$ cat src/rtl/fetch_stage.sv
// Purpose : RV32I instruction-fetch front end; owns the fetch PC, issues imem word requests, buffers replies in a prefetch queue.
// Latency : imem_rvalid -> InstrValidF is 1 cycle; InstrF/PCF/PCPlus4F are combinational from the queue head.
// Backpr. : StallF holds the head; new requests are issued only while queue entries plus live in-flight requests are below QDEPTH.
//
// Ports:
//   clk, reset            rising-edge clock; asynchronous active-low reset
//   StallF                hold the current head instruction
//   PCSrcE, PCTargetE     redirect request from Execute and its target (bits [1:0] ignored)
//   imem_req/addr/gnt     request side of the instruction-memory handshake
//   imem_rvalid/rdata     in-order read responses, at least one cycle after gnt
//   InstrF, PCF, PCPlus4F head instruction (NOP when empty), its PC, PC + 4
//   InstrValidF           queue non-empty; 0 is a bubble to Decode
//
// Optional build macro FETCH_PERF_EN adds saturating bubble_count and
// redirect_count outputs. Without it the ports and counters do not exist.

module fetch_stage #(
    parameter int               XLEN     = 32,
    parameter logic [XLEN-1:0]  RESET_PC = 32'h0000_0000,
    parameter int               QDEPTH   = 2
) (
    input  logic            clk,
    input  logic            reset,
    input  logic            StallF,
    input  logic            PCSrcE,
    input  logic [XLEN-1:0] PCTargetE,
    output logic            imem_req,
    output logic [XLEN-1:0] imem_addr,
    input  logic            imem_gnt,
    input  logic            imem_rvalid,
    input  logic [31:0]     imem_rdata,
    output logic [31:0]     InstrF,
    output logic [XLEN-1:0] PCF,
    output logic [XLEN-1:0] PCPlus4F,
    output logic            InstrValidF
`ifdef FETCH_PERF_EN
    ,
    output logic [31:0]     bubble_count,
    output logic [31:0]     redirect_count
`endif
);

    localparam int AW = $clog2(QDEPTH);
    localparam int CW = AW + 1;
    // Outstanding and drop counters are wider than QDEPTH alone would need:
    // back-to-back redirects against a slow memory leave wrong-path requests
    // in flight while fresh ones are issued, so the in-flight total can
    // exceed QDEPTH even though the live (kept) portion never does.
    localparam int OW = 8;

    localparam logic [31:0]     NOP  = 32'h0000_0013;
    localparam logic [XLEN-1:0] FOUR = XLEN'(4);

    // Prefetch queue storage and pointers
    logic [XLEN-1:0] q_pc_q    [QDEPTH];
    logic [XLEN-1:0] q_pc_d    [QDEPTH];
    logic [31:0]     q_instr_q [QDEPTH];
    logic [31:0]     q_instr_d [QDEPTH];
    logic [AW-1:0]   rd_ptr_q, rd_ptr_d;
    logic [AW-1:0]   wr_ptr_q, wr_ptr_d;
    logic [CW-1:0]   count_q,  count_d;

    // PC tracking and in-flight bookkeeping
    logic [XLEN-1:0] fetch_pc_q, fetch_pc_d;
    logic [XLEN-1:0] resp_pc_q,  resp_pc_d;
    logic [OW-1:0]   outst_q,    outst_d;
    logic [OW-1:0]   drop_q,     drop_d;

    logic [OW:0]     credit_used;
    logic [OW-1:0]   outst_post;
    logic [XLEN-1:0] target_aligned;
    logic            req_int;
    logic            hs;
    logic            push;
    logic            pop;
    logic            head_vld;

    assign target_aligned = {PCTargetE[XLEN-1:2], 2'b00};
    assign head_vld       = (count_q != '0);

    // Live entries = queued + in-flight responses that will actually be kept.
    // Responses already marked for dropping do not consume a queue slot.
    assign credit_used = (OW+1)'(count_q) + (OW+1)'(outst_q) - (OW+1)'(drop_q);

    // The all-ones guard on outst_q keeps the in-flight counter from wrapping
    // under a pathological storm of redirects; it never binds in normal use.
    assign req_int = (credit_used < (OW+1)'(QDEPTH)) && (outst_q != '1) && !PCSrcE;

    // Gate with reset so no request is presented while the block is held.
    assign imem_req  = req_int & reset;
    assign imem_addr = fetch_pc_q;
    assign hs        = imem_req & imem_gnt;

    // Head outputs. With an empty queue PCF shows the PC of the next
    // expected instruction so it is well defined (RESET_PC out of reset).
    always_comb begin
        InstrValidF = head_vld;
        InstrF      = NOP;
        PCF         = resp_pc_q;
        if (head_vld) begin
            InstrF = q_instr_q[rd_ptr_q];
            PCF    = q_pc_q[rd_ptr_q];
        end
        PCPlus4F = PCF + FOUR;
    end

    always_comb begin
        fetch_pc_d = fetch_pc_q;
        resp_pc_d  = resp_pc_q;
        rd_ptr_d   = rd_ptr_q;
        wr_ptr_d   = wr_ptr_q;
        count_d    = count_q;
        outst_d    = outst_q;
        drop_d     = drop_q;
        q_pc_d     = q_pc_q;
        q_instr_d  = q_instr_q;
        push       = 1'b0;
        pop        = 1'b0;

        // In-flight count after this cycle's grant and response.
        outst_post = outst_q + OW'(hs) - OW'(imem_rvalid);

        if (PCSrcE) begin
            // Redirect wins over everything: flush the queue and mark every
            // request still in flight as wrong-path. A response arriving
            // now is already excluded from outst_post and is simply dropped.
            rd_ptr_d   = '0;
            wr_ptr_d   = '0;
            count_d    = '0;
            fetch_pc_d = target_aligned;
            resp_pc_d  = target_aligned;
            outst_d    = outst_post;
            drop_d     = outst_post;
        end else begin
            outst_d = outst_post;

            if (hs) begin
                fetch_pc_d = fetch_pc_q + FOUR;
            end

            if (imem_rvalid) begin
                if (drop_q != '0) begin
                    drop_d = drop_q - OW'(1);
                end else begin
                    push                = 1'b1;
                    q_pc_d[wr_ptr_q]    = resp_pc_q;
                    q_instr_d[wr_ptr_q] = imem_rdata;
                    wr_ptr_d            = wr_ptr_q + AW'(1);
                    resp_pc_d           = resp_pc_q + FOUR;
                end
            end

            if (head_vld && !StallF) begin
                pop      = 1'b1;
                rd_ptr_d = rd_ptr_q + AW'(1);
            end

            // Push into a full queue is only possible alongside a pop, so
            // the count never exceeds QDEPTH.
            count_d = count_q + CW'(push) - CW'(pop);
        end
    end

    always_ff @(posedge clk or negedge reset) begin
        if (!reset) begin
            fetch_pc_q <= RESET_PC;
            resp_pc_q  <= RESET_PC;
            rd_ptr_q   <= '0;
            wr_ptr_q   <= '0;
            count_q    <= '0;
            outst_q    <= '0;
            drop_q     <= '0;
            for (int i = 0; i < QDEPTH; i++) begin
                q_pc_q[i]    <= '0;
                q_instr_q[i] <= NOP;
            end
        end else begin
            fetch_pc_q <= fetch_pc_d;
            resp_pc_q  <= resp_pc_d;
            rd_ptr_q   <= rd_ptr_d;
            wr_ptr_q   <= wr_ptr_d;
            count_q    <= count_d;
            outst_q    <= outst_d;
            drop_q     <= drop_d;
            for (int i = 0; i < QDEPTH; i++) begin
                q_pc_q[i]    <= q_pc_d[i];
                q_instr_q[i] <= q_instr_d[i];
            end
        end
    end

`ifdef FETCH_PERF_EN
    logic [31:0] bubble_count_q,   bubble_count_d;
    logic [31:0] redirect_count_q, redirect_count_d;

    // Both counters saturate rather than wrap so long runs stay meaningful.
    always_comb begin
        bubble_count_d   = bubble_count_q;
        redirect_count_d = redirect_count_q;
        if (!head_vld && (bubble_count_q != 32'hFFFF_FFFF)) begin
            bubble_count_d = bubble_count_q + 32'd1;
        end
        if (PCSrcE && (redirect_count_q != 32'hFFFF_FFFF)) begin
            redirect_count_d = redirect_count_q + 32'd1;
        end
    end

    always_ff @(posedge clk or negedge reset) begin
        if (!reset) begin
            bubble_count_q   <= '0;
            redirect_count_q <= '0;
        end else begin
            bubble_count_q   <= bubble_count_d;
            redirect_count_q <= redirect_count_d;
        end
    end

    assign bubble_count   = bubble_count_q;
    assign redirect_count = redirect_count_q;
`endif

endmodule

$ cat config.mk
export PLATFORM = sky130hd
export DESIGN_NAME = fetch_stage
export DESIGN_NICKNAME = d
export VERILOG_FILES = /design/src/rtl/fetch_stage.sv
export SDC_FILE = /design/constraint.sdc
export NUM_CORES = 1
export LEC_CHECK = 0
export CAP_MARGIN = 40
export CORE_MARGIN = 5
export CORE_UTILIZATION = 40
export DETAILED_ROUTE_END_ITERATION = 10
export HOLD_SLACK_MARGIN = 0.12
export PLACE_DENSITY = 0.63
export REMOVE_ABC_BUFFERS = 1
export SLEW_MARGIN = 20
export SYNTH_ARGS = -nofsm -noshare
export SYNTH_HDL_FRONTEND = slang
export SYNTH_SLANG_ARGS = --single-unit
$ cat constraint.sdc
create_clock -name clk -period 5.1 [get_ports clk]
set_input_delay 1.02 -clock clk [delete_from_list [all_inputs] [get_ports clk]]
set_output_delay 1.02 -clock clk [all_outputs]
set_load 0.02 [all_outputs]
Word level (Yosys, flattened, before mapping)
Cells that the tools add are included.
Widths: inputs -> output; s select.
- add/subtract/negate cells: 12
- $mul: 0
- divide/modulo/power cells: 0
- magnitude comparators: 4
- eq/ne operators: 2
- shifts and indexed selects: 0
- multiplexer cells: 31
- bitwise logic cells: 6
- reductions and logical operators: 15
- operators by type and width (kind ; count):
    $mux 32 ; 14
    $bwmux 64 ; 2
    $add 32x3->32 const B ; 3
    $demux 32 s1 ; 1
    $mux 8 ; 3
    $mux 1 ; 10
    $reduce_bool 2->1 ; 5
    $add 2x8->9 ; 1
    $lt 9x2->1 const B ; 1
    $sub 9x8->9 ; 1
    $add 8x1->8 ; 1
    $ne 8x8->1 const B ; 1
    $reduce_bool 8->1 ; 1
    $sub 8x1->8 ; 1
    $sub 8x1->8 const B ; 1
    $ge 2x2->1 const B ; 2
    $logic_and 1x1->1 ; 4
    $not 1->2 ; 2
    $reduce_and 2->1 ; 2
    $reduce_and 3->1 ; 1
    $add 1x1->1 const B ; 2
    $add 2x1->2 ; 1
    $and 1x1->1 ; 2
    $logic_not 1->1 ; 2
    other kinds (5) ; 6
- bits in registers: 212
- latch bits: 0
- RAM bits: 0
- ROM bits: 0
- input port bits: 70
- output and inout bits: 130
- logic and storage cells: 81
- memories kept: 0

Longest topological paths before layout
- depth in word-level cells: 10
- mapped depth: 23
- gate-level depth less buffers: 21

Worst setup path after synthesis
No wires, ideal clock.
- path type: register to register
- from: register count_q[1]
- to: register drop_q[6]
- library setup time: 0.125 ns
- arrival time: 4.732 ns
- required time: 4.975 ns
- path slack: 0.243 ns
- cell stages (with the launch flop): 24
- path buffers: 2
- period minus slack after synthesis: 4.857 ns
- cells stage by stage: dfrtp_1 -> buf_6 -> buf_2 -> inv_1 -> fa_1 -> inv_1 -> fa_1 -> nor3b_1 -> o211ai_1 -> a221oi_1 -> and2_1 -> nand3_1 -> ha_1 -> inv_1 -> ha_1 -> inv_1 -> fa_1 -> nor2b_1 -> o21ai_0 -> nand2b_1 -> a21o_1 -> a21o_1 -> xor2_1 -> mux2_2
- word-level cells in the longest chain between the ends: 10
- ends and longest elaborated chain (element ; line ; RTL):
    start, declared ; 61 ; logic [CW-1:0] count_q, count_d;
    start signal, assigned ; 182 ; count_q <= count_d;
    $add 2x8->9 ; 83 ; assign credit_used = (OW+1)'(count_q) + (OW+1)'(outst_q) - (OW+1)'(drop_q);
    $sub 9x8->9 ; 83 ;
    $lt 9x2->1 ; 87 ; assign req_int = (credit_used < (OW+1)'(QDEPTH)) && (outst_q != '1) && !PCSrcE;
    $logic_and 1x1->1 (2 in a row) ; 87 ;
    $and 1x1->1 ; 90 ; assign imem_req = req_int & reset;
    $and 1x1->1 ; 92 ; assign hs = imem_req & imem_gnt;
    $add 8x1->8 ; 121 ; outst_post = outst_q + OW'(hs) - OW'(imem_rvalid);
    $sub 8x1->8 ; 121 ;
    net outst_d[6] ; 66 ; logic [OW-1:0] outst_q, outst_d;
    $mux 8 ; 123 ; if (PCSrcE) begin
    end signal, assigned ; 184 ; drop_q <= drop_d;
    end, declared ; 67 ; logic [OW-1:0] drop_q, drop_d;
The timed path passes the listed nets, and every way through them passes these cells.
A chain may end at the register's enable or synchronous reset.

Worst setup path after layout
- from: register count_q[1]
- to: output port PCPlus4F[30]
- word-level cells in the longest chain between the ends: 3
- ends and longest elaborated chain (element ; line ; RTL):
    $reduce_bool 2->1 ; 79 ; assign head_vld = (count_q != '0);
    $mux 32 ; 100 ; if (head_vld) begin
    $add 32x3->32 ; 104 ; PCPlus4F = PCF + FOUR;
    end, declared ; 34 ; output logic [XLEN-1:0] PCPlus4F,
No other way between the ends.

==> qor.csv <==
stage;metric;value;unit
synth;synth_edf_count;0;
synth;synth.area.top_cells;dfrtp_1 (43%), mux2_2 (12%), mux2i_1 (5.9%);
synth;yosysTopAreaCell;dfrtp_1;
global_routing;gr-total-overflow;0;
setup_path;cpPeakStageDelay;0.66;ns
sta;setup_viol;0;
place;dp_hpwl;21700;microns
pwr;internal-power;4.82;mW
clocking;htreeDepth;1;
run;maxCapViolCount;0;
pwr;p_clk_share;21.9;%
setup_path;regToRegSetupSlack;0.38;ns
synth;ys_warn_count;0;
worst_hold_path;hold_class;flip-flop to flip-flop;
synth;synth_ff_type;dfrtp_1;
synth;syn-cell-area;11600;sq um
sta;fmax;0.205;GHz
setup_path;crit_buf_inv;3;
sta;timing.final.hold_violations;0;
setup_path;cp_cell_sequence;buf_4 > nor2_4 > inv_6 > a21oi_1 > nand4_1 > or3_1 > or4_1 > nor2_1 > xor2_1 > clkdlybuf4s50_1;
setup_path;crit_fanout;20;
sta;fin_ws;0.221;ns
floorplanning;start_util;40.5;%
setup_path;crit_path_start_kind;flip-flop;
floorplanning;dieArea;32600;sq um
final_layout;multiInputGateArea;5990;sq um
synth;yosysTopAreaCellShare;42.6;%
route;vias_per_cell;5.28;
sta;slew_headroom;46.9;%
setup_path;slowest_stage;clkdlybuf4s50_1;
global_routing;grt_first_pass_wirelength;48300;microns
route;vias;8864;
pwr;p_per_area;537;nW/um^2
route;first_iter_violations;369;
clocking;path_clk_slew;0.06;ns
global_routing;grt_usage;17.8;%
setup_path;crit_path_end_kind;primary output;
setup_path;crit_family;simple AND/OR/NAND/NOR gates;
clocking;cts_root_buf;clkbuf_16;
final_layout;area_delta_synth_final;27.4;%
global_routing;antenna_found_initial;0;
final_layout;drive_gt1_share;18.5;%
final_layout;nFillCells;2634;
route;drtAntennaViolNets;0;
sta;grt_setup_unrepaired;false;
pwr;vdd_ir_drop_max;0.309;mV
floorplanning;die_h;180;microns
synth;synthCells;1092;
clocking;cts_hold_buf;0;
floorplanning;core;28700;sq um
final_layout;fin_cells;1679;
synth;avgSynthCellArea;10.6;sq um
sta;post-route-period-util;95.7;%
clocking;numCtsBuffers;24;
clocking;clockBufferDepth;3;
synth;ys_seq_area_share;44.0;%
sta;slew_viol_final;0;
clocking;clk_latency;0.52;ns
place;gp_congestion;0.842;
pwr;p_comb_share;50.7;%
sta;worst_pin_slew;0.796;ns
floorplanning;row_count;62;
sta;period_needed;4.88;ns
synth;synth_seq_cells;204;
final_layout;nNetsFinal;1380;
final_layout;regArea;5120;sq um
sta;worst_clock_skew;0.0204;ns
global_routing;first_global_vias;8894;
floorplanning;die_w;180;microns
pwr;switchingPower;3.14;mW
clocking;cts.sinks;204;
place;pre_cts_ws;0.358;ns
setup_path;worst_ep_arrival_time;3.86;ns
floorplanning;boundaryPins;200;
outcome;outcome;finished clean;
place;placed_cells;1632;
pwr;p_leak;6.32;nW
route;wire_per_inst;17.9;microns
pwr;p_seq_share;27.4;%
synth;async_flop_share;100;%
pwr;switching_share;39.4;%
place;port-buffer-count;191;
clocking;cts_tree;done;
global_routing;grt_max_degree;141;
synth;ys_types;70;
route;drt-pass1-iter-count;5;
route;drc;0;
route;routed_wl;30000;microns
setup_path;criticalPathCategory;flip-flop to primary output;
setup_path;worstPathRequired;4.08;ns
[cells by family (layout without fill, tap and decap cells)]
| family | Yosys count | after routing | share of synthesized area (%) |
|---|---|---|---|
| AND/OR/NAND/NOR | 318 | 318 | 14.4 |
| other | 1 | 7 | 0.0323 |
| buffers and inverters | 118 | 315 | 4.79 |
| multiplexers | 199 | 199 | 18.6 |
| flip-flops | 204 | 204 | 44.0 |
| XOR/XNOR | 77 | 77 | 5.80 |
| adder cells (fa/ha/maj) | 34 | 34 | 3.85 |
| AO/OA/AOI/OAI | 141 | 141 | 8.47 |
[power groups by stage]
stage	clock network [mW]	logic (mW)	registers [mW]
floorplan	0	2.56	2.21
global placement	0	3.96	2.21
detailed placement	0	4.02	2.22
CTS	1.79	4.03	2.19
global route	1.85	4.40	2.22
finish	1.74	4.04	2.18
[Yosys cell counts (all sizes together) (18+ instances only)]
cell    instances
mux2          129
mux2i          70
a31oi          18
xor2           28
o21ai          22
nand3          32
inv            58
a21oi          40
clkbuf         27
nand4          29
buf            33
dfrtp         198
nand2          52
nor3           32
nor2           96
ha             31
xnor2          49
[final cells by class]
cell class / count / share of cell area, %
repair buffers: 213 / 14.7
inverters: 58 / 1.50
diodes: 1 / 0.0169
clock buffers: 36 / 4.83
flip-flops and latches: 204 / 34.5
multi-input cells: 775 / 40.5
clock inverters: 8 / 0.743
well taps: 384 / 3.24
[final timing paths]
kind / start / to / depth (start not counted)
setup / recovery: count_q[1] / PCPlus4F[30] / 10
hold / removal: q_pc_q[24] / q_pc_q[24] / 2
setup reg to reg: outst_q[1] / drop_q[6] / 21
hold reg to reg: q_pc_q[24] / q_pc_q[24] / 2
max in group asynchronous: reset / q_instr_q[32] / 4
min in group asynchronous: reset / q_instr_q[52] / 2
[routing by layer]
| layer | vias up | share of wire, % | global-route usage, % |
|---|---|---|---|
| met5 | - | 0 | 0 |
| met4 | 0 | 2.3 | 4.30 |
| met3 | 43 | 5.0 | 3.25 |
| met2 | 204 | 47 | 29.3 |
| met1 | 4376 | 46 | 24.7 |
| li1 | 4241 | - | - |
[metrics by stage]
| stage | area [sq um] | total power [mW] | hold slack [ns] | TNS (ns) | util, % |
|---|---|---|---|---|---|
| detailed placement | 13900 | 6.24 | 0.474 | 0 | 48.5 |
| global placement | 13900 | 6.17 | 0.463 | 0 | 48.3 |
| floorplan | 11300 | 4.77 | 0.450 | -1.82 | - |
| CTS | 14700 | 8.01 | 0.486 | 0 | 51.4 |
| finish | 14800 | 7.96 | 0.480 | 0 | 51.6 |
| global route | 14800 | 8.47 | 0.501 | 0 | 51.6 |
[sequential cells by signal, indices dropped and copies added (netlist names)]
name,flops
q_instr_q,64
imem_addr,30
q_pc_q,60
outst_q,8
drop_q,8
wr_ptr_q,1
resp_pc_q,30
count_q,2
rd_ptr_q,1
[cell usage in the layout, fill, tap and decap left out, types with 29 or more instances in the layout]
cell type / n
mux2i_1: 69
inv_1: 55
nor3_1: 29
ha_1: 31
mux2_2: 129
nand3_1: 31
xnor2_1: 49
nand2_1: 51
nor2_1: 94
dfrtp_1: 197
clkdlybuf4s50_1: 190
a21oi_1: 31
[repair_timing]
item / 4_1_cts / 5_1_grt
setup buffers: 0 / 1
setup endpoints to repair: 0 / 7
resized for setup: 0 / 4
[worst reg2reg max path, cell delays in order (launching register included)]
cell	delay (ns)
dfrtp_1	0.43
inv_1	0.11
fa_1	0.51
inv_1	0.07
fa_1	0.46
a21o_1	0.23
nor4b_1	0.27
mux2i_1	0.12
o211ai_1	0.24
nand3_1	0.25
ha_1	0.34
inv_1	0.04
ha_1	0.19
inv_1	0.07
fa_1	0.19
nor2b_1	0.05
o21ai_0	0.15
nand2b_1	0.11
a21o_1	0.19
a21o_1	0.18
xor2_1	0.15
mux2_2	0.26
Power figures use the tool's default switching activity.
==> variant: new RTL, config.mk and constraints unchanged <==
Add a define of `FETCH_PERF_EN`.
--- a/src/rtl/fetch_stage.sv
+++ b/src/rtl/fetch_stage.sv
@@ -13,6 +13,8 @@
 //
 // Optional build macro FETCH_PERF_EN adds saturating bubble_count and
 // redirect_count outputs. Without it the ports and counters do not exist.
+
+`define FETCH_PERF_EN
 
 module fetch_stage #(
     parameter int               XLEN     = 32,
Behaviour (old outputs only; new: bubble_count and redirect_count): same outputs for any inputs over 4 cycles, from zero or initial values and one cycle with reset low; that may be too few to reach the edited logic, so the function may still have changed.
==> variant against the unedited design <==
- sequential cell count is 64 higher
- setup slack got worse by 38 ps
- clock skew is 2.6 ps lower
- combinational power is 30% higher
- power up 32%
- routed wire length up 35%
- sequential share of layout area is 0.083 points higher
- global-route usage grew 1.4 points
- area after synthesis rose by 29%
- design area grew 31%
- maximum frequency down 0.77%
- clock power is 43% higher
- critical path type unchanged
- critical endpoint is now imem_req
==> variant: results (changes against the unedited design) <==
# placed instances=2,129 (+30%); RR Startpoint=count_q[1]; mux cell area share after synthesis=15.4% (-3.2 points); I/O Buffers=255 (+34%); Crit path largest cell delay=640 ps (-20 ps); reg2reg setup slack=330 ps (-50 ps); wl on met1=18,700 um (+36%); wire per inst=18.5 um (+3.6%); TritonRoute pass-1 iters=6 (+1); WL final=40,600 um (+35%); Post-Synth Adder-Cell Area=3.14% (-0.71 points); met3 WL=2560 um (+70%); Hold Crit Class=primary input to async pin; number of diodes=0 (-1); status=finished, final reports clean; Met2 Routed Length=18,600 um (+32%); post-synth cell types=79 (+13%); CTS H-tree lvls=2 (+1); worst vdd rail ir drop=0.302 mV (-2.2%); share of cells above drive strength 1=16.8% (-1.7 points); Pleak=8.24 nW (+30%); via count=11,596 (+31%); critical path arrival=3900 ps (+40 ps); GRT Total Usage=19.2% (+1.4 points); CP Max Fanout=3 (-85%); Post-synth top cells=262 x dfrtp_1, 141 x mux2_2, 98 x xnor2_1; Seq/Total Area, Yosys=44.6% (+0.64 points); Nets=1,763 (+28%); worst slack, placed=122 ps (-236 ps); CTS Buf Count=34 (+42%); DP HPWL=29,200 um (+34%)
==> variant: cell types whose count changed in the layout (fill, tap and decap cells not counted), moves of 12 or more <==
cell,unedited run,this run
dfrtp_1,197,261
xnor2_1,49,98
and3_1,7,39
a31oi_1,18,2
nor3_1,29,48
mux2_2,129,141
nand3_1,31,51
a21oi_1,31,13
o31a_1,12,0
nand4_1,27,48
a211oi_1,2,28
clkdlybuf4s50_1,190,248
nand2_1,51,83
==> variant: cell families after synthesis <==
logic type               Yosys count
flip-flops                       268
AO/OA/AOI/OAI                    150
other                              1
AND/OR/NAND/NOR                  475
adder cells (fa/ha/maj)           36
multiplexers                     213
buffers and inverters            128
XOR/XNOR                         133
==> variant: where the power goes <==
part           leakage (nW)  switching (mW)  total (mW)  internal [mW]
sequential             3.51           0.320        2.76           2.44
combinational          4.16            2.98        5.25           2.27
clock                 0.568           0.924        2.49           1.56
==> variant: layer usage <==
| layer | up-vias | global-route usage, % |
|---|---|---|
| li1 | 5538 | - |
| met1 | 5711 | 26.3 |
| met2 | 297 | 30.9 |
| met3 | 50 | 4.89 |
| met4 | 0 | 4.50 |
| met5 | - | 0 |
==> variant: cell type report <==
class / instances / area, um^2
flip-flops and latches: 268 / 6720
multi-input cells: 1013 / 7770
fillers: 3308 / 18000
clock inverters: 8 / 163
well taps: 511 / 639
repair buffers: 286 / 2900
clock buffers: 49 / 998
inverters: 54 / 205
==> variant: through the flow <==
| stage | hold slack, ps | area, um^2 |
|---|---|---|
| 3_5_place_dp | 475 | 18200 |
| 5_1_grt | 462 | 19400 |
| 2_1_floorplan | 450 | 14700 |
| 4_1_cts | 451 | 19300 |
| 3_3_place_gp | 464 | 18000 |
| 6_report | 473 | 19400 |
==> variant: what timing repair did <==
| action | 4_1_cts | 5_1_grt |
|---|---|---|
| setup buffers | 0 | 2 |
| resized for setup | 1 | 12 |
| setup endpoints to repair | 7 | 15 |
==> variant: critical path, delay by kind of cell (launching register included) <==
kind | cells | cell delay (ps)
AO/OA/AOI/OAI | 4 | 1080
buffers and inverters | 3 | 800
adder cells (fa/ha/maj) | 2 | 1030
AND/OR/NAND/NOR | 1 | 110
flip-flops | 1 | 360
==> variant: final timing paths <==
path                                 endpoint  cells past startpoint
worst max-delay path                 imem_req                     10
worst min-delay path            imem_addr[19]                      2
worst max register to register      drop_q[7]                     19
worst min register to register     q_pc_q[16]                      2
max in group asynchronous        q_instr_q[4]                      6
min in group clk                   q_pc_q[16]                      2
